`config.mk`:
```
export PLATFORM = sky130hd
export DESIGN_NAME = datapath_pipe
export DESIGN_NICKNAME = d
export VERILOG_FILES = /design/src/rtl/dp_pkg.sv /design/src/rtl/datapath_pipe_reg_file.sv /design/src/rtl/datapath_pipe.sv
export SDC_FILE = /design/constraint.sdc
export NUM_CORES = 1
export LEC_CHECK = 0
export CORE_MARGIN = 2
export CORE_UTILIZATION = 49
export CTS_CLUSTER_DIAMETER = 40
export CTS_CLUSTER_SIZE = 24
export DETAILED_ROUTE_END_ITERATION = 10
export PLACE_DENSITY = 0.78
export SYNTH_ARGS = -nofsm -noshare
export SYNTH_HDL_FRONTEND = slang
export SYNTH_SLANG_ARGS = --single-unit
export TNS_END_PERCENT = 20
```
`constraint.sdc`:
```
create_clock -name clk -period 4.85 [get_ports clk]
set_clock_uncertainty 0.05 [all_clocks]
set_input_delay 0.97 -clock clk [delete_from_list [all_inputs] [get_ports clk]]
set_output_delay 0.97 -clock clk [all_outputs]
set_load 0.01 [all_outputs]
```
`src/rtl/dp_pkg.sv`:
```
// Shared encodings for datapath_pipe: ALU opcodes, write-source select,
// multiplier FSM states and flag bit positions.
package dp_pkg;

    localparam logic [2:0] OP_ADD   = 3'd0;
    localparam logic [2:0] OP_SUB   = 3'd1;
    localparam logic [2:0] OP_AND   = 3'd2;
    localparam logic [2:0] OP_OR    = 3'd3;
    localparam logic [2:0] OP_XOR   = 3'd4;
    localparam logic [2:0] OP_SHL1  = 3'd5;
    localparam logic [2:0] OP_SHR1  = 3'd6;
    localparam logic [2:0] OP_PASSB = 3'd7;

    // {write_alu, is_load}; both 00 and 11 select the immediate
    localparam logic [1:0] SRC_IMM0 = 2'b00;
    localparam logic [1:0] SRC_RAM  = 2'b01;
    localparam logic [1:0] SRC_ALU  = 2'b10;
    localparam logic [1:0] SRC_IMM1 = 2'b11;

    typedef enum logic [1:0] {
        ST_IDLE = 2'd0,
        ST_MUL  = 2'd1,
        ST_DONE = 2'd2
    } mul_state_t;

    localparam int FLAG_ZERO  = 0;
    localparam int FLAG_CARRY = 1;

endpackage

```
`src/rtl/datapath_pipe_reg_file.sv`:
```
// reg_file_p: register file with two asynchronous read ports, one synchronous
// write port and asynchronous clear to zero.
module reg_file_p #(
    parameter int WIDTH = 8,
    parameter int NREGS = 16,
    localparam int AW = $clog2(NREGS)
) (
    input  logic             clk,
    input  logic             rst,
    input  logic             we,
    input  logic [AW-1:0]    waddr,
    input  logic [WIDTH-1:0] wdata,
    input  logic [AW-1:0]    ra,
    input  logic [AW-1:0]    rb,
    output logic [WIDTH-1:0] rdata_a,
    output logic [WIDTH-1:0] rdata_b
);

    logic [NREGS-1:0][WIDTH-1:0] mem;

    always_ff @(posedge clk or posedge rst) begin
        if (rst)
            mem <= '0;
        else if (we)
            mem[waddr] <= wdata;
    end

    assign rdata_a = mem[ra];
    assign rdata_b = mem[rb];

endmodule

```
`src/rtl/datapath_pipe.sv`:
```
// Two-stage datapath: operand read + ALU in EX, registered WB that commits to
// the register file next cycle. Define DATAPATH_MUL_EN for the shift-add multiplier.
module datapath_pipe
    import dp_pkg::*;
#(
    parameter int WIDTH = 8,
    parameter int NREGS = 16,
    localparam int AW = $clog2(NREGS)
) (
    input  logic             clk,
    input  logic             rst,
    input  logic             valid_in,
    output logic             ready_out,
    input  logic [2:0]       alu_opcode,
    input  logic             imm_flag,
    input  logic             write_alu,
    input  logic             is_load,
    input  logic             write_en,
    input  logic             mul_req,
    input  logic [AW-1:0]    write_addr,
    input  logic [AW-1:0]    ra_addr,
    input  logic [AW-1:0]    rb_addr,
    input  logic [WIDTH-1:0] imm_data,
    input  logic [WIDTH-1:0] ram_data,
    output logic [WIDTH-1:0] read_a,
    output logic [WIDTH-1:0] read_b,
    output logic [WIDTH-1:0] alu_out,
    output logic             alu_zero,
    output logic             alu_carry,
    output logic             wb_valid
);

    logic [WIDTH-1:0] rf_a, rf_b;
    logic [WIDTH-1:0] op_b, alu_res, wr_data;
    logic             alu_c;
    logic [AW-1:0]    wb_addr;
    logic [WIDTH-1:0] wb_data;
    logic [1:0]       flags;
    logic             rf_we;
    logic             issue;

    // Multiplier hand-off into WB (constant in the default build)
    logic             mul_issue, mul_fin, mul_we;
    logic [AW-1:0]    mul_addr;
    logic [WIDTH-1:0] mul_lo, mul_hi;

    assign rf_we = wb_valid && (wb_addr != '0);
    assign issue = valid_in && ready_out;

    reg_file_p #(.WIDTH(WIDTH), .NREGS(NREGS)) u_rf (
        .clk     (clk),
        .rst     (rst),
        .we      (rf_we),
        .waddr   (wb_addr),
        .wdata   (wb_data),
        .ra      (ra_addr),
        .rb      (rb_addr),
        .rdata_a (rf_a),
        .rdata_b (rf_b)
    );

    // r0 is hard zero even when WB is holding a (dropped) write to it
    always_comb begin
        read_a = rf_a;
        if (ra_addr == '0)
            read_a = '0;
        else if (wb_valid && wb_addr == ra_addr)
            read_a = wb_data;
    end

    always_comb begin
        read_b = rf_b;
        if (rb_addr == '0)
            read_b = '0;
        else if (wb_valid && wb_addr == rb_addr)
            read_b = wb_data;
    end

    assign op_b = imm_flag ? imm_data : read_b;

    always_comb begin
        alu_res = '0;
        alu_c   = 1'b0;
        case (alu_opcode)
            OP_ADD:   {alu_c, alu_res} = {1'b0, read_a} + {1'b0, op_b};
            OP_SUB: begin
                alu_res = read_a - op_b;
                alu_c   = (read_a < op_b);
            end
            OP_AND:   alu_res = read_a & op_b;
            OP_OR:    alu_res = read_a | op_b;
            OP_XOR:   alu_res = read_a ^ op_b;
            OP_SHL1: begin
                alu_res = {read_a[WIDTH-2:0], 1'b0};
                alu_c   = read_a[WIDTH-1];
            end
            OP_SHR1: begin
                alu_res = {1'b0, read_a[WIDTH-1:1]};
                alu_c   = read_a[0];
            end
            OP_PASSB: alu_res = op_b;
            default: ;
        endcase
    end

    always_comb begin
        wr_data = imm_data;
        case ({write_alu, is_load})
            SRC_ALU:  wr_data = alu_res;
            SRC_RAM:  wr_data = ram_data;
            default:  wr_data = imm_data;
        endcase
    end

    // WB stage and flags; a finishing multiply owns WB since no issue can overlap it
    always_ff @(posedge clk or posedge rst) begin
        if (rst) begin
            wb_valid <= 1'b0;
            wb_addr  <= '0;
            wb_data  <= '0;
            flags    <= '0;
        end else if (mul_fin) begin
            wb_valid <= mul_we;
            if (mul_we) begin
                wb_addr <= mul_addr;
                wb_data <= mul_lo;
            end
            flags[FLAG_ZERO]  <= (mul_lo == '0);
            flags[FLAG_CARRY] <= (mul_hi != '0);
        end else if (issue && !mul_issue) begin
            wb_valid <= write_en;
            if (write_en) begin
                wb_addr <= write_addr;
                wb_data <= wr_data;
            end
            if (write_alu) begin
                flags[FLAG_ZERO]  <= (alu_res == '0);
                flags[FLAG_CARRY] <= alu_c;
            end
        end else begin
            wb_valid <= 1'b0;
        end
    end

    assign alu_out   = wb_data;
    assign alu_zero  = flags[FLAG_ZERO];
    assign alu_carry = flags[FLAG_CARRY];

`ifdef DATAPATH_MUL_EN
    localparam int CW = (WIDTH > 1) ? $clog2(WIDTH) : 1;
    localparam logic [CW-1:0] CNT_LAST = CW'(WIDTH - 1);

    mul_state_t         state;
    logic               ready;
    logic [2*WIDTH-1:0] acc, mcand;
    logic [WIDTH-1:0]   mplier;
    logic [CW-1:0]      cnt;

    assign mul_issue = issue && mul_req;

    // Operands and destination are latched at issue so control may move on
    always_ff @(posedge clk or posedge rst) begin
        if (rst) begin
            state    <= ST_IDLE;
            ready    <= 1'b1;
            acc      <= '0;
            mcand    <= '0;
            mplier   <= '0;
            cnt      <= '0;
            mul_we   <= 1'b0;
            mul_addr <= '0;
        end else begin
            case (state)
                ST_IDLE: begin
                    if (mul_issue) begin
                        state    <= ST_MUL;
                        ready    <= 1'b0;
                        acc      <= '0;
                        mcand    <= {{WIDTH{1'b0}}, read_a};
                        mplier   <= op_b;
                        cnt      <= '0;
                        mul_we   <= write_en;
                        mul_addr <= write_addr;
                    end
                end
                ST_MUL: begin
                    if (mplier[0])
                        acc <= acc + mcand;
                    mcand  <= mcand << 1;
                    mplier <= mplier >> 1;
                    cnt    <= cnt + 1'b1;
                    if (cnt == CNT_LAST)
                        state <= ST_DONE;
                end
                ST_DONE: begin
                    state <= ST_IDLE;
                    ready <= 1'b1;
                end
                default: begin
                    state <= ST_IDLE;
                    ready <= 1'b1;
                end
            endcase
        end
    end

    assign ready_out = ready;
    assign mul_fin   = (state == ST_DONE);
    assign mul_lo    = acc[WIDTH-1:0];
    assign mul_hi    = acc[2*WIDTH-1:WIDTH];
`else
    logic unused_mul;

    assign unused_mul = mul_req;
    assign ready_out  = 1'b1;
    assign mul_issue  = 1'b0;
    assign mul_fin    = 1'b0;
    assign mul_we     = 1'b0;
    assign mul_addr   = '0;
    assign mul_lo     = '0;
    assign mul_hi     = '0;
`endif

endmodule

```
Word level (Yosys, flattened, before mapping)

Cells that the tools add are included.

Bitwise gates (word level): 3
Eq/ne operators: 11
Magnitude comparators: 5
Reduce and logical (&&, ||, !) cells: 11
Add/sub/neg operators: 2
Muxes and demuxes: 16

Operators by type and width:

| operator             | count |
|---|---|
| $bwmux W128          | 1 |
| $bmux W8 S4          | 2 |
| $mux W8              | 8 |
| $pmux W8 S8          | 1 |
| $demux W8 S4         | 1 |
| $pmux W8 S2          | 1 |
| $lt A4 B5 Y1 const B | 3 |
| $eq A3 B3 Y1 const B | 4 |
| $add A8 B8 Y9        | 1 |
| $and A8 B8 Y8        | 1 |
| $eq A4 B4 Y1         | 2 |
| $logic_not A4 Y1     | 2 |
| $logic_not A8 Y1     | 1 |
| $lt A8 B8 Y1         | 1 |
| $or A8 B8 Y8         | 1 |
| $sub A8 B8 Y8        | 1 |
| $xor A8 B8 Y8        | 1 |
| $eq A3 B2 Y1 const B | 2 |
| $ge A4 B1 Y1 const B | 1 |
| $logic_and A1 B1 Y1  | 4 |
| $pmux W1 S4          | 1 |
| $reduce_and A2 Y1    | 2 |
| $reduce_bool A4 Y1   | 1 |
| $eq A3 B1 Y1 const B | 1 |
| 4 further kinds      | 4 |

Output and inout bits: 28
Bits in registers: 143

Longest topological paths before layout

Gate-level depths: netlist of the first run.

Depth in word-level cells: 8
Mapped depth: 19

By module

Synthesis of the first run repeated with hierarchy kept, for this count alone.

Cells, all modules: 825
Area total of the unflattened synthesis: 9686.8 sq um

By module, submodules not included:

| module        | sequential area each (sq um) | instances | cells each | area each (sq um) |
|---|---|---|---|---|
| reg_file_p    | 3203.1                       | 1         | 438        | 6885.4 |
| datapath_pipe | 375.4                        | 1         | 387        | 2801.4 |

Least setup slack after synthesis of the first run

Ideal clock, no wire load.

Path type: input to register
From: in ra_addr[1]
To: reg flags[0]
Stages: 17
Setup slack: -355 ps
Arrival time: 5051 ps
Required time: 4697 ps
Path through: buf_2 buf_1 clkbuf_1 mux4_2 a22oi_1 and3_1 nor3_1 inv_1 ha_1 fa_1 o21bai_1 a21oi_1 xnor2_1 a221oi_1 o21ai_1 or4_1 o41ai_2

Word-level cells in the longest chain between the ends: 7
Elaborated cells between the ends (all ways): 14
Classes of those cells: 2 x add/sub; 1 x eq/ne; 5 x mux; 3 x bitwise; 3 x reduce/logical

Ends and longest elaborated chain:

| element                                                                     | line                                              | RTL |
|---|---|---|
| from (decl)                                                                 | datapath_pipe.sv:21                               | `input logic [AW-1:0] ra_addr,` |
| $bmux W8 S4 / $eq A4 B4 Y1 (equally long branches)                          | datapath_pipe_reg_file.sv:28, datapath_pipe.sv:67 |  |
| $mux W8 (not written as such) / $logic_and A1 B1 Y1 (equally long branches) | datapath_pipe_reg_file.sv:28, datapath_pipe.sv:67 |  |
| $mux W8                                                                     | datapath_pipe.sv:67                               | `else if (wb_valid && wb_addr == ra_addr)` |
| $mux W8 (*)                                                                 | datapath_pipe.sv:65                               | `if (ra_addr == '0)` |
| via read_a[0]                                                               | datapath_pipe.sv:25                               | `output logic [WIDTH-1:0] read_a,` |
| $sub A8 B8 Y8 (tied with other cells)                                       | datapath_pipe.sv:87                               | `alu_res = read_a - op_b;` |
| $pmux W8 S8 (*)                                                             | datapath_pipe.sv:84                               | `case (alu_opcode)` |
| $logic_not A8 Y1 (*)                                                        | datapath_pipe.sv:137                              | `flags[FLAG_ZERO] <= (alu_res == '0);` |
| to (signal, indexed assignment)                                             | datapath_pipe.sv:129                              | `flags[FLAG_CARRY] <= (mul_hi != '0);` |
| to (signal, indexed assignment)                                             | datapath_pipe.sv:137                              |  |
| to (signal, indexed assignment)                                             | datapath_pipe.sv:138                              | `flags[FLAG_CARRY] <= alu_c;` |
| to (decl)                                                                   | datapath_pipe.sv:38                               | `logic [1:0] flags;` |

Mark *: on every way through the listed nets, which the timed path passes. The rest lies on a longest branch. The select of a mux whose other input is x is not followed.
A chain may end at the register's enable or synchronous reset.

Worst setup path after layout of the first run

From: in rb_addr[1]
To: reg wb_data[6] (netlist: alu_out[6])

Word-level cells in the longest chain between the ends: 8
Elaborated cells between the ends (all ways): 15
Classes of those cells: 2 x add/sub; 1 x eq/ne; 7 x mux; 3 x bitwise; 2 x reduce/logical

Ends and longest elaborated chain:

| element                                                                     | line                                              | RTL |
|---|---|---|
| from (decl)                                                                 | datapath_pipe.sv:22                               | `input logic [AW-1:0] rb_addr,` |
| $bmux W8 S4 / $eq A4 B4 Y1 (equally long branches)                          | datapath_pipe_reg_file.sv:29, datapath_pipe.sv:75 |  |
| $mux W8 (not written as such) / $logic_and A1 B1 Y1 (equally long branches) | datapath_pipe_reg_file.sv:29, datapath_pipe.sv:75 |  |
| $mux W8                                                                     | datapath_pipe.sv:75                               | `else if (wb_valid && wb_addr == rb_addr)` |
| $mux W8 (*)                                                                 | datapath_pipe.sv:73                               | `if (rb_addr == '0)` |
| $mux W8 (*)                                                                 | datapath_pipe.sv:79                               | `assign op_b = imm_flag ? imm_data : read_b;` |
| $sub A8 B8 Y8 (tied with other cells)                                       | datapath_pipe.sv:87                               |  |
| $pmux W8 S8 (*)                                                             | datapath_pipe.sv:84                               |  |
| $pmux W8 S2 (*)                                                             | datapath_pipe.sv:108                              | `case ({write_alu, is_load})` |
| to (signal assigned)                                                        | datapath_pipe.sv:126                              | `wb_data <= mul_lo;` |
| to (signal assigned)                                                        | datapath_pipe.sv:134                              | `wb_data <= wr_data;` |
| to (decl)                                                                   | datapath_pipe.sv:37                               | `logic [WIDTH-1:0] wb_data;` |

Mark *: on every way between the ends. The rest lies on a longest branch, timed or not. The select of a mux whose other input is x is not followed.

==> flow_metrics.py, run 1 <==
metrics = {
    "cells_and_area": {
        "seq_area_um2": 3580,
        "fillers": 1389,
        "final_core_util_pct": 64.8,
        "fin_nets": 1091,
        "final_common_cell": "buf_4",
        "syn_to_final_growth_pct": 29.0,
        "multi_input_area_um2": 5640,
        "antenna_cells": 0,
        "drive_gt1_share_pct": 41.7,
        "final_cell_mix": "buf_4 (163), dfrtp_1 (143), mux2_2 (126), mux4_2 (59), clkdlybuf4s50_1 (57)",
    },
    "logic_synthesis": {
        "syn_area_um2": 9460,
        "ys_seq_area_share_pct": 37.8,
        "synth_nets": 908,
        "synth_ff_type": "dfrtp_1",
        "synthArstFlopShare_pct": 100,
        "ys_warn_count": 0,
        "synth-seq-cells": 143,
        "ys_types": 72,
        "yosys.area.top_type": "dfrtp_1",
        "netlist_top_cells_area": "dfrtp_1 (38%), mux2_2 (15%), mux4_2 (14%)",
        "syn_avg_cell_area_um2": 11.3,
        "synth-edff-count": 0,
        "netlist_instances": 841,
        "yosysTopAreaCellShare_pct": 37.8,
    },
    "sta": {
        "finalSetupTns_ns": 0,
        "hold_viol": 0,
        "setup_viol": 0,
        "fin_crit_ns": 4.80,
        "slew_headroom_pct": 24.9,
        "worst_slew_pin_slew_ns": 1.12,
        "drv_slew": 0,
        "setup_ws_ns": 0.0451,
        "fmax_mhz": 208,
        "min_period_over_period_pct": 99.1,
    },
    "worst_setup_path": {
        "reg2reg_from": "wb_addr[0]$_DFFE_PP0P_",
        "arrival_ns": 5.07,
        "cp-start-kind": "input port",
        "cp-end-kind": "register",
        "path_max_fanout": 8,
        "worst_ep_required_time_ns": 5.12,
        "cp-startpoint": "rb_addr[1]",
        "critical_path_class": "input port to register",
    },
    "clock_tree": {
        "htreeDepth": 4,
        "cts_root_buf": "clkbuf_16",
        "ctsLongestPathBuffers": 2,
        "cts.hold.buffers_added": 0,
        "clock_sinks": 143,
        "cts_tree": "done",
        "clk_latency_ns": 0.43,
        "cts_buffers": 17,
        "clk_pin_slew_ns": 0.06,
    },
    "pwr": {
        "cellLeakagePower_uw": 0.00552,
        "p_switching_uw": 1800,
        "power_uw": 5370,
        "switching_share_pct": 33.4,
        "cellPowerDensity_nw_per_um2": 440,
        "power_frac_clock_pct": 23.2,
        "p_comb_share_pct": 41.5,
        "ir_worst_vdd_uv": 306,
        "p_int_uw": 3580,
        "seqPwrFrac_pct": 35.3,
    },
    "placed_design": {
        "hpwl_um": 21000,
        "gp_congestion": 0.965,
        "place_ws_ns": -0.740,
        "io_buffer_count": 64,
    },
    "detailed_routing": {
        "drcViolationCount": 0,
        "post_drt_wl_per_cell_um": 22.4,
        "firstDrtPassIters": 6,
        "drt-vias-per-instance": 6.22,
        "ant_nets": 0,
        "vias": 8051,
        "drtIter0Drc": 664,
        "wl_um": 29000,
    },
    "die": {
        "die-width_um": 143,
        "dieArea_um2": 20400,
        "start_util_pct": 50.3,
        "rows": 50,
        "ios": 67,
        "core-area_um2": 18800,
        "die_y_um": 143,
    },
    "global_routing": {
        "grt_pass1_wl_um": 44900,
        "globalRouteOverflowTotal": 0,
        "grt_pass1_vias": 8120,
        "grt_start_max_net_pins": 90,
        "grtUsageTotal_pct": 29.2,
        "antenna_found_initial": 0,
    },
    "hold_path": {
        "hp-start": "u_rf.mem[7]$_DFFE_PP0P_",
        "min_path_type": "register to register",
    },
    "status": {
        "status": "finished clean",
    },
    "flow_run": {
        "drv_cap": 0,
    },
}
[synthesized netlist by cell type (9+ instances only)]
cell type	number
a21oi_1	38
a221oi_1	10
a22oi_1	11
clkbuf_1	49
dfrtp_1	143
ha_1	26
inv_1	36
mux2_2	126
mux2i_1	10
mux4_2	59
nand2_1	53
nand2b_1	15
nand3_1	14
nor2_1	44
nor2b_1	14
nor3_1	11
o21ai_0	21
o22ai_1	14
o31ai_1	9
xnor2_1	10
[registers in the layout (all words and copies together) (netlist names)]
register / cells
wb_addr: 4
alu_out: 8
u_rf.mem: 128
flags: 2
wb_valid: 1
[final timing paths]
path	cells after the start	end	slack, ns
setup / recovery	20	alu_out[6]$_DFFE_PP0P_	0.05
hold / removal	0	u_rf.mem[7]$_DFFE_PP0P_	0.35
setup reg to reg	16	flags[0]$_DFFE_PP0P_	0.70
hold reg to reg	0	u_rf.mem[7]$_DFFE_PP0P_	0.35
max in group asynchronous	3	u_rf.mem[11]$_DFFE_PP0P_	3.19
min in group asynchronous	2	u_rf.mem[66]$_DFFE_PP0P_	0.72
[final cells by class]
class	instances	area share, %
multi-input combinational	590	46.2
sequential	143	29.3
timing repair buffer	233	16.1
clock buffer	23	3.75
tap	260	2.67
inverter	39	1.23
clock inverter	7	0.728
[layer usage]
layer / wire length [um] / vias up / GRT usage, %
li1: - / 3488 / -
met2: 14400 / 447 / 48.4
met5: 0 / - / 0
met4: 1190 / 0 / 13.5
met3: 2260 / 89 / 7.24
met1: 11100 / 4027 / 36.1
[logic make-up (layout without fill, tap and decap cells)]
| family | count (synthesis) | after routing | synth area share (%) |
|---|---|---|---|
| AND/OR/NAND/NOR | 192 | 192 | 10.1 |
| multiplexers | 197 | 197 | 30.3 |
| buffers and inverters | 108 | 302 | 4.79 |
| adder cells (fa/ha/maj) | 28 | 28 | 3.86 |
| XOR/XNOR | 17 | 17 | 1.57 |
| flip-flops | 143 | 143 | 37.8 |
| AO/OA/AOI/OAI | 155 | 155 | 11.5 |
| other | 1 | 1 | 0.0396 |
[worst max-delay path: stages]
cell and delay, ns:
clkdlybuf4s15_1 0.32, buf_4 0.25, buf_12 0.14, nor4_2 0.50, or2_2 0.23, buf_4 0.15, o211a_1 0.21, inv_1 0.10
ha_2 0.21, fa_2 0.38, o21bai_4 0.16, a21oi_2 0.09, o31ai_1 0.24, buf_4 0.17, xnor2_1 0.12, nor2_1 0.07
o32ai_2 0.26, buf_4 0.17, o21ai_0 0.11, a22o_1 0.21
[power groups by stage]
stage / logic, uW / clock network, uW / registers, uW
after floorplan: 1320 / 0 / 1760
after global placement: 2020 / 0 / 1840
after detailed placement: 2060 / 0 / 1890
after CTS: 2110 / 1260 / 1870
after global routing: 2390 / 1310 / 1940
final: 2230 / 1250 / 1900
[metrics by stage]
stage                     cells  hold slack [ns]  instance area (um^2)
after floorplan             841            0.391                  9490
after global placement     1259            0.327                 11400
after detailed placement   1259            0.333                 11400
after CTS                  1292            0.348                 12000
after global routing       1295            0.357                 12200
final                      1295            0.350                 12200
[repair_timing]
item | 4_1_cts | 5_1_grt
endpoints found under the setup margin | 4 | 6
buffers inserted | 3 | 3
resized for setup | 14 | 34
pin swaps | 1 | 7
Note: power is estimated with default switching activity, not from simulation.
==> run 2, diff against run 1 <==
--- a/config.mk
+++ b/config.mk
@@ -10,7 +10,7 @@
 export CTS_CLUSTER_DIAMETER = 40
 export CTS_CLUSTER_SIZE = 24
 export DETAILED_ROUTE_END_ITERATION = 10
-export PLACE_DENSITY = 0.78
+export PLACE_DENSITY = 0.75
 export SYNTH_ARGS = -nofsm -noshare
 export SYNTH_HDL_FRONTEND = slang
 export SYNTH_SLANG_ARGS = --single-unit
==> constraint.sdc (replaced) <==
create_clock -name clk -period 4.95 [get_ports clk]
set_clock_uncertainty 0.05 [all_clocks]
set_input_delay 0.99 -clock clk [delete_from_list [all_inputs] [get_ports clk]]
set_output_delay 0.99 -clock clk [all_outputs]
set_load 0.01 [all_outputs]
==> run 2 against run 1 <==
- sequential share of layout area is 0.087 points higher
- global-route usage fell by 0.34 points
- die area did not move
- design area fell by 0.30%
- utilization down 0.19 points
- critical path depth down 1
- worst setup slack improved by 0.053 ns
- flip-flop and latch count unchanged
- via count fell by 1.3%
- count of clock-buffer cells in the layout shrank 4
- wire length is 1.0% lower
- register-to-register slack hardly changed
- critical path type unchanged
==> flow_metrics.py, run 2 (synthesis results as in run 1) <==
metrics = {
    "status": {
        "status": "finished clean",
    },
    "placed_design": {
        "io_buffer_count": 64,
        "hpwl_um": 21000,
        "place_ws_ns": -0.674,
        "dp.cells": 1244,
        "post_dp_cell_area_um2": 11300,
        "gp_congestion": 0.919,
    },
    "cells_and_area": {
        "fillers": 1418,
        "final_common_cell": "buf_4",
        "syn_to_final_growth_pct": 28.6,
        "regMostFlops": "u_rf.mem",
        "final_cell_mix": "buf_4 (150), dfrtp_1 (143), mux2_2 (126), clkdlybuf4s50_1 (60), mux4_2 (59)",
        "seq_area_um2": 3580,
        "multi_input_area_um2": 5600,
        "design_area_um2": 12200,
        "largest_reg_flops": 128,
        "final_core_util_pct": 64.6,
        "drive_gt1_share_pct": 41.4,
        "final_cells": 1289,
        "fin_nets": 1082,
    },
    "worst_setup_path": {
        "ff2ff_path_depth": 15,
        "path_delay_family": "compound AO/OA/AOI/OAI gates",
        "path_max_fanout": 12,
        "rrSetupSlack_ns": 0.69,
        "max_stage_delay_ns": 0.42,
        "cp-start-kind": "input port",
        "critical_path_class": "input port to register",
        "cp_common_cell": "buf_4",
        "worst_ep_required_time_ns": 5.20,
        "cp-end-kind": "register",
        "arrival_ns": 5.10,
        "r2r_end": "flags[0]$_DFFE_PP0P_",
        "reg2reg_from": "wb_addr[0]$_DFFE_PP0P_",
        "path_buf_inv": 7,
        "path_cells": "clkdlybuf4s50_1 > buf_6 > buf_4 > nor4_2 > buf_4 > buf_4 > nor3b_1 > a32oi_1 > a21boi_4 > ha_1 > buf_4 > inv_1 > or3_1 > a31oi_1 > a211oi_1 > o221a_2 > o21ai_0 > a221oi_1 > o31ai_1",
        "critPathSlowestCell": "nor4_2",
    },
    "detailed_routing": {
        "ant_nets": 0,
        "firstDrtPassIters": 6,
        "drt-vias-per-instance": 6.17,
        "wl_um": 28700,
        "drcViolationCount": 0,
        "drtIter0Drc": 993,
        "post_drt_wl_per_cell_um": 22.3,
        "vias": 7950,
    },
    "hold_path": {
        "hp-start": "u_rf.mem[7]$_DFFE_PP0P_",
        "whs_endpoint": "u_rf.mem[7]$_DFFE_PP0P_",
        "min_path_type": "register to register",
        "hold_depth": 0,
    },
    "die": {
        "ios": 67,
        "die_y_um": 143,
        "die-width_um": 143,
        "dieArea_um2": 20400,
        "core-area_um2": 18800,
        "start_util_pct": 50.3,
        "rows": 50,
    },
    "clock_tree": {
        "clk_pin_slew_ns": 0.06,
        "clk_latency_ns": 0.43,
        "cts_tree": "done",
        "clock_sinks": 143,
        "cts_root_buf": "clkbuf_16",
        "ctsLongestPathBuffers": 2,
        "htreeDepth": 4,
        "cts_buffers": 17,
        "cts.hold.buffers_added": 0,
    },
    "global_routing": {
        "grt_pass1_vias": 7845,
        "antenna_found_initial": 1,
        "grt_start_max_net_pins": 94,
        "grt_pass1_wl_um": 43900,
        "globalRouteOverflowTotal": 0,
        "grtUsageTotal_pct": 28.9,
    },
    "sta": {
        "fmax_mhz": 206,
        "drv_slew": 0,
        "slew_headroom_pct": 20.1,
        "setup_viol": 0,
        "setup_ws_ns": 0.0982,
        "hold_viol": 0,
        "worst_slew_pin_slew_ns": 1.19,
        "fin_crit_ns": 4.85,
        "rsz0062_at_grt": "yes",
        "min_period_over_period_pct": 98.0,
    },
    "pwr": {
        "switching_share_pct": 33.9,
        "p_comb_share_pct": 40.7,
        "p_switching_uw": 1770,
        "seqPwrFrac_pct": 35.2,
        "power_uw": 5200,
        "p_int_uw": 3440,
        "cellPowerDensity_nw_per_um2": 428,
        "cellLeakagePower_uw": 0.00547,
        "ir_worst_vdd_uv": 258,
        "power_frac_clock_pct": 24.1,
    },
    "flow_run": {
        "drv_cap": 0,
    },
}
==> run 2: cell types whose count changed in the layout (fill, tap and decap cells not counted), sizes merged <==
cell,delta
buf,-9
bufinv,-1
clkbuf,-4
clkdlybuf4s15,-1
clkdlybuf4s50,+3
clkinv,-3
clkinvlp,+4
diode,+1
dlymetal6s2s,-2
inv,+6
==> run 2: worst max-delay path by stage <==
| stage | startpoint | end | slack (ns) | cells past startpoint |
|---|---|---|---|---|
| floorplan | rb_addr[0] | flags[0]$_DFFE_PP0P_ | 0.02 | 19 |
| global placement | rb_addr[2] | flags[0]$_DFFE_PP0P_ | -0.67 | 20 |
| detailed placement | rb_addr[2] | flags[0]$_DFFE_PP0P_ | -0.67 | 20 |
| CTS | rb_addr[1] | flags[0]$_DFFE_PP0P_ | 0.004 | 19 |
| global route | rb_addr[1] | alu_out[5]$_DFFE_PP0P_ | -0.04 | 19 |
| finish | rb_addr[1] | alu_out[5]$_DFFE_PP0P_ | 0.1 | 19 |
==> run 2: power groups by stage <==
stage	Combinational, uW	Clock (uW)	Sequential [uW]
after floorplan	1290	0	1720
after global placement	1950	0	1800
after detailed placement	2000	0	1830
after CTS	2040	1270	1820
after global routing	2260	1330	1870
final	2120	1250	1830
==> run 2: layout make-up <==
type,instances,share of cell area (%)
multi-input cells,590,46.0
clock buffers,19,3.72
flip-flops and latches,143,29.4
well taps,260,2.67
inverters,39,1.24
diodes,1,0.0206
clock inverters,13,1.05
repair buffers,224,15.9
==> run 2: worst register-to-register path, stage by stage (launching register included) <==
cell and delay [ns]:
dfrtp_1 0.50, xor2_1 0.22, nor3_2 0.36, buf_4 0.20, buf_4 0.14, a21bo_1 0.14
o31ai_4 0.08, o21ai_0 0.36, ha_1 0.32, nand2_1 0.06, o21ai_0 0.08, a22oi_1 0.28
o221ai_2 0.17, a211o_1 0.33, or4_4 0.55, o41ai_2 0.31
==> run 2: through the flow <==
stage               hold WS [ns]  setup TNS, ns
floorplan                  0.391              0
global placement           0.329          -3.39
detailed placement         0.334          -3.53
CTS                        0.348              0
global route               0.361        -0.0799
finish                     0.353              0
==> run 2: routing by layer <==
layer	GRT usage, %	vias up	wire [um]
li1	-	3469	-
met1	37.0	3964	11200
met2	46.5	420	13800
met3	6.41	97	2310
met4	14.2	0	1430
met5	0	-	0
==> run 2: timing repair <==
action / 4_1_cts / 5_1_grt
setup endpoints to repair: 4 / 5
pin swaps: 4 / 15
buffers inserted: 2 / 10
gates resized for setup: 16 / 27
==> edit (flow settings as in run 1) <==
Build with the macro `DATAPATH_MUL_EN` defined.
--- a/src/rtl/datapath_pipe.sv
+++ b/src/rtl/datapath_pipe.sv
@@ -2,2 +2,4 @@
 // the register file next cycle. Define DATAPATH_MUL_EN for the shift-add multiplier.
+`define DATAPATH_MUL_EN
+
 module datapath_pipe
Function: changed (Yosys sat finds a counterexample within 4 cycles, from zero or initial values and one cycle with rst high).
==> edit against run 1 <==
  * Worst setup slack better by 0.077 ns
  * Highest routed layer unchanged
  * Routed wire length is 28% higher
  * Design area up 22%
  * Critical path type unchanged
  * Power up 15%
  * Area after synthesis up 29%
  * Sequential cell count is 51 higher
  * Clock power rose by 11%
==> edit: results (changes against run 1) <==
cts:
  cts_root_buffer: "clkbuf_16"
  postCtsSetupRepairBufs: 1  # -2
  post_cts_resized: 4  # -10
finish:
  seq_area_um2: 4860  # +36%
  multi_input_gates: 810  # +37%
  drive_gt1_frac: 0.315  # -0.102
  nFillCells: 1886  # +36%
  n_all_inverters: 35  # -10%
  final-nonclk-buf-share: 0.126  # -0.0350
  nets: 1357  # +24%
  buffers_excl_clock: 214  # -8.2%
  top_regs: "u_rf.mem: 128 flops, acc: 16 flops, mcand: 16 flops"
  num-clock-buffers: 19  # -17%
  seq_area_frac: 0.327  # +0.0340
  final-clk-cell-share: 0.0379  # -0.00686
  multi_input_area_share: 0.473  # +0.0104
placed_design:
  placedCellCount: 1570  # +25%
  portBuffers: 66  # +3.1%
  placed_area_um2: 14100  # +23%
  dpl_worst_slack_ns: -0.500  # +0.241 ns
  dp_hpwl_mm: 27.2  # +30%
synthesis:
  synth.distinct_cells: 76  # +5.6%
  seq_area_frac_synth: 0.397  # +0.0184
  synthTopCellsByArea: "dfrtp_1, mux2_2, mux4_2, ha_1, nand2_1"
  synth_nets: 1210  # +33%
  ys_top_cells_by_count: "dfrtp_1, mux2_2, nand2_1"
  syn_inst: 1125  # +34%
  ys_ff_latch: 194  # +36%
sta:
  fin_hold_ws_ns: 0.354  # +0.00484 ns
  min_period_ns: 4.73  # -0.0775 ns
  max-slew-margin-rel: 0.186  # -0.0633
setup_path:
  timing.rr.end: "flags[0]"
  reg2reg_slack_ns: 0.52  # -0.18 ns
  cp_top_family: "compound AO/OA/AOI/OAI gates"
  slowest_stage: "clkdlybuf4s50_1"
  r2r-start: "u_rf.mem[72]"
  critPathMaxFanout: 9  # +1
  crit_arrival_ns: 5.06  # about the same
pwr:
  ir_drop_mv: 0.236  # -23%
  switching_share: 0.374  # +0.0401
  pg_comb_mw: 2.30  # +3%
  p_seq_mw: 2.50  # +32%
  power_clock_mw: 1.39  # +11%
  p_leak_nw: 6.98  # +27%
global_route:
  grt_use_met3: 0.0572  # -0.0152
  grt_use_met1: 0.397  # +0.0359
  grt_pass1_wl_mm: 57.7  # +29%
  grt_pass1_vias: 10200  # +25%
  grt_use_met2: 0.453  # -0.0311
detailed_routing:
  drt_iter0_markers: 1226  # +85%
  routedWlPerCell_um: 23.1  # +3.2%
  vias_per_cell: 6.46  # +3.9%
  routed_wl_mm: 37.2  # +28%
min_path:
  hold_start: "u_rf.mem[6]"
  min_delay_worst_endpoint: "u_rf.mem[6]"
floorplanning:
  die_w_um: 162  # +13%
status:
  outcome: "complete, no violations"
## edit: cell types whose count changed after synthesis, moves of 19 or more
cell      delta
dfrtp_1     +50
nand2_1     +45
nand3_1     +19
mux2i_1     +25
clkbuf_1    +20
o21ai_0     +43
## edit: cell families (layout without fill, tap and decap cells)
group                      after synthesis  after routing  synth area share
adders and majority gates               46             46            0.0488
DFF                                    194            194             0.397
AOI/OAI and AO/OA                      231            231             0.125
xor gates and xnor gates                29             29            0.0207
muxes                                  219            219             0.254
and+or+nand+nor                        285            285             0.113
buffers and inverters                  121            280            0.0426
## edit: layer usage
layer  routed length (µm)  up-vias
met5                    0        -
met3                 3450       96
met1                15400     5231
met2                17100      569
li1                     -     4488
met4                 1160        0
## edit: worst max-delay path by stage
| stage | end | cells past startpoint |
|---|---|---|
| 2_1_floorplan | flags[0] | 18 |
| 3_3_place_gp | flags[0] | 16 |
| 3_5_place_dp | flags[0] | 18 |
| 4_1_cts | flags[0] | 16 |
| 5_1_grt | flags[0] | 18 |
| 6_report | flags[0] | 18 |
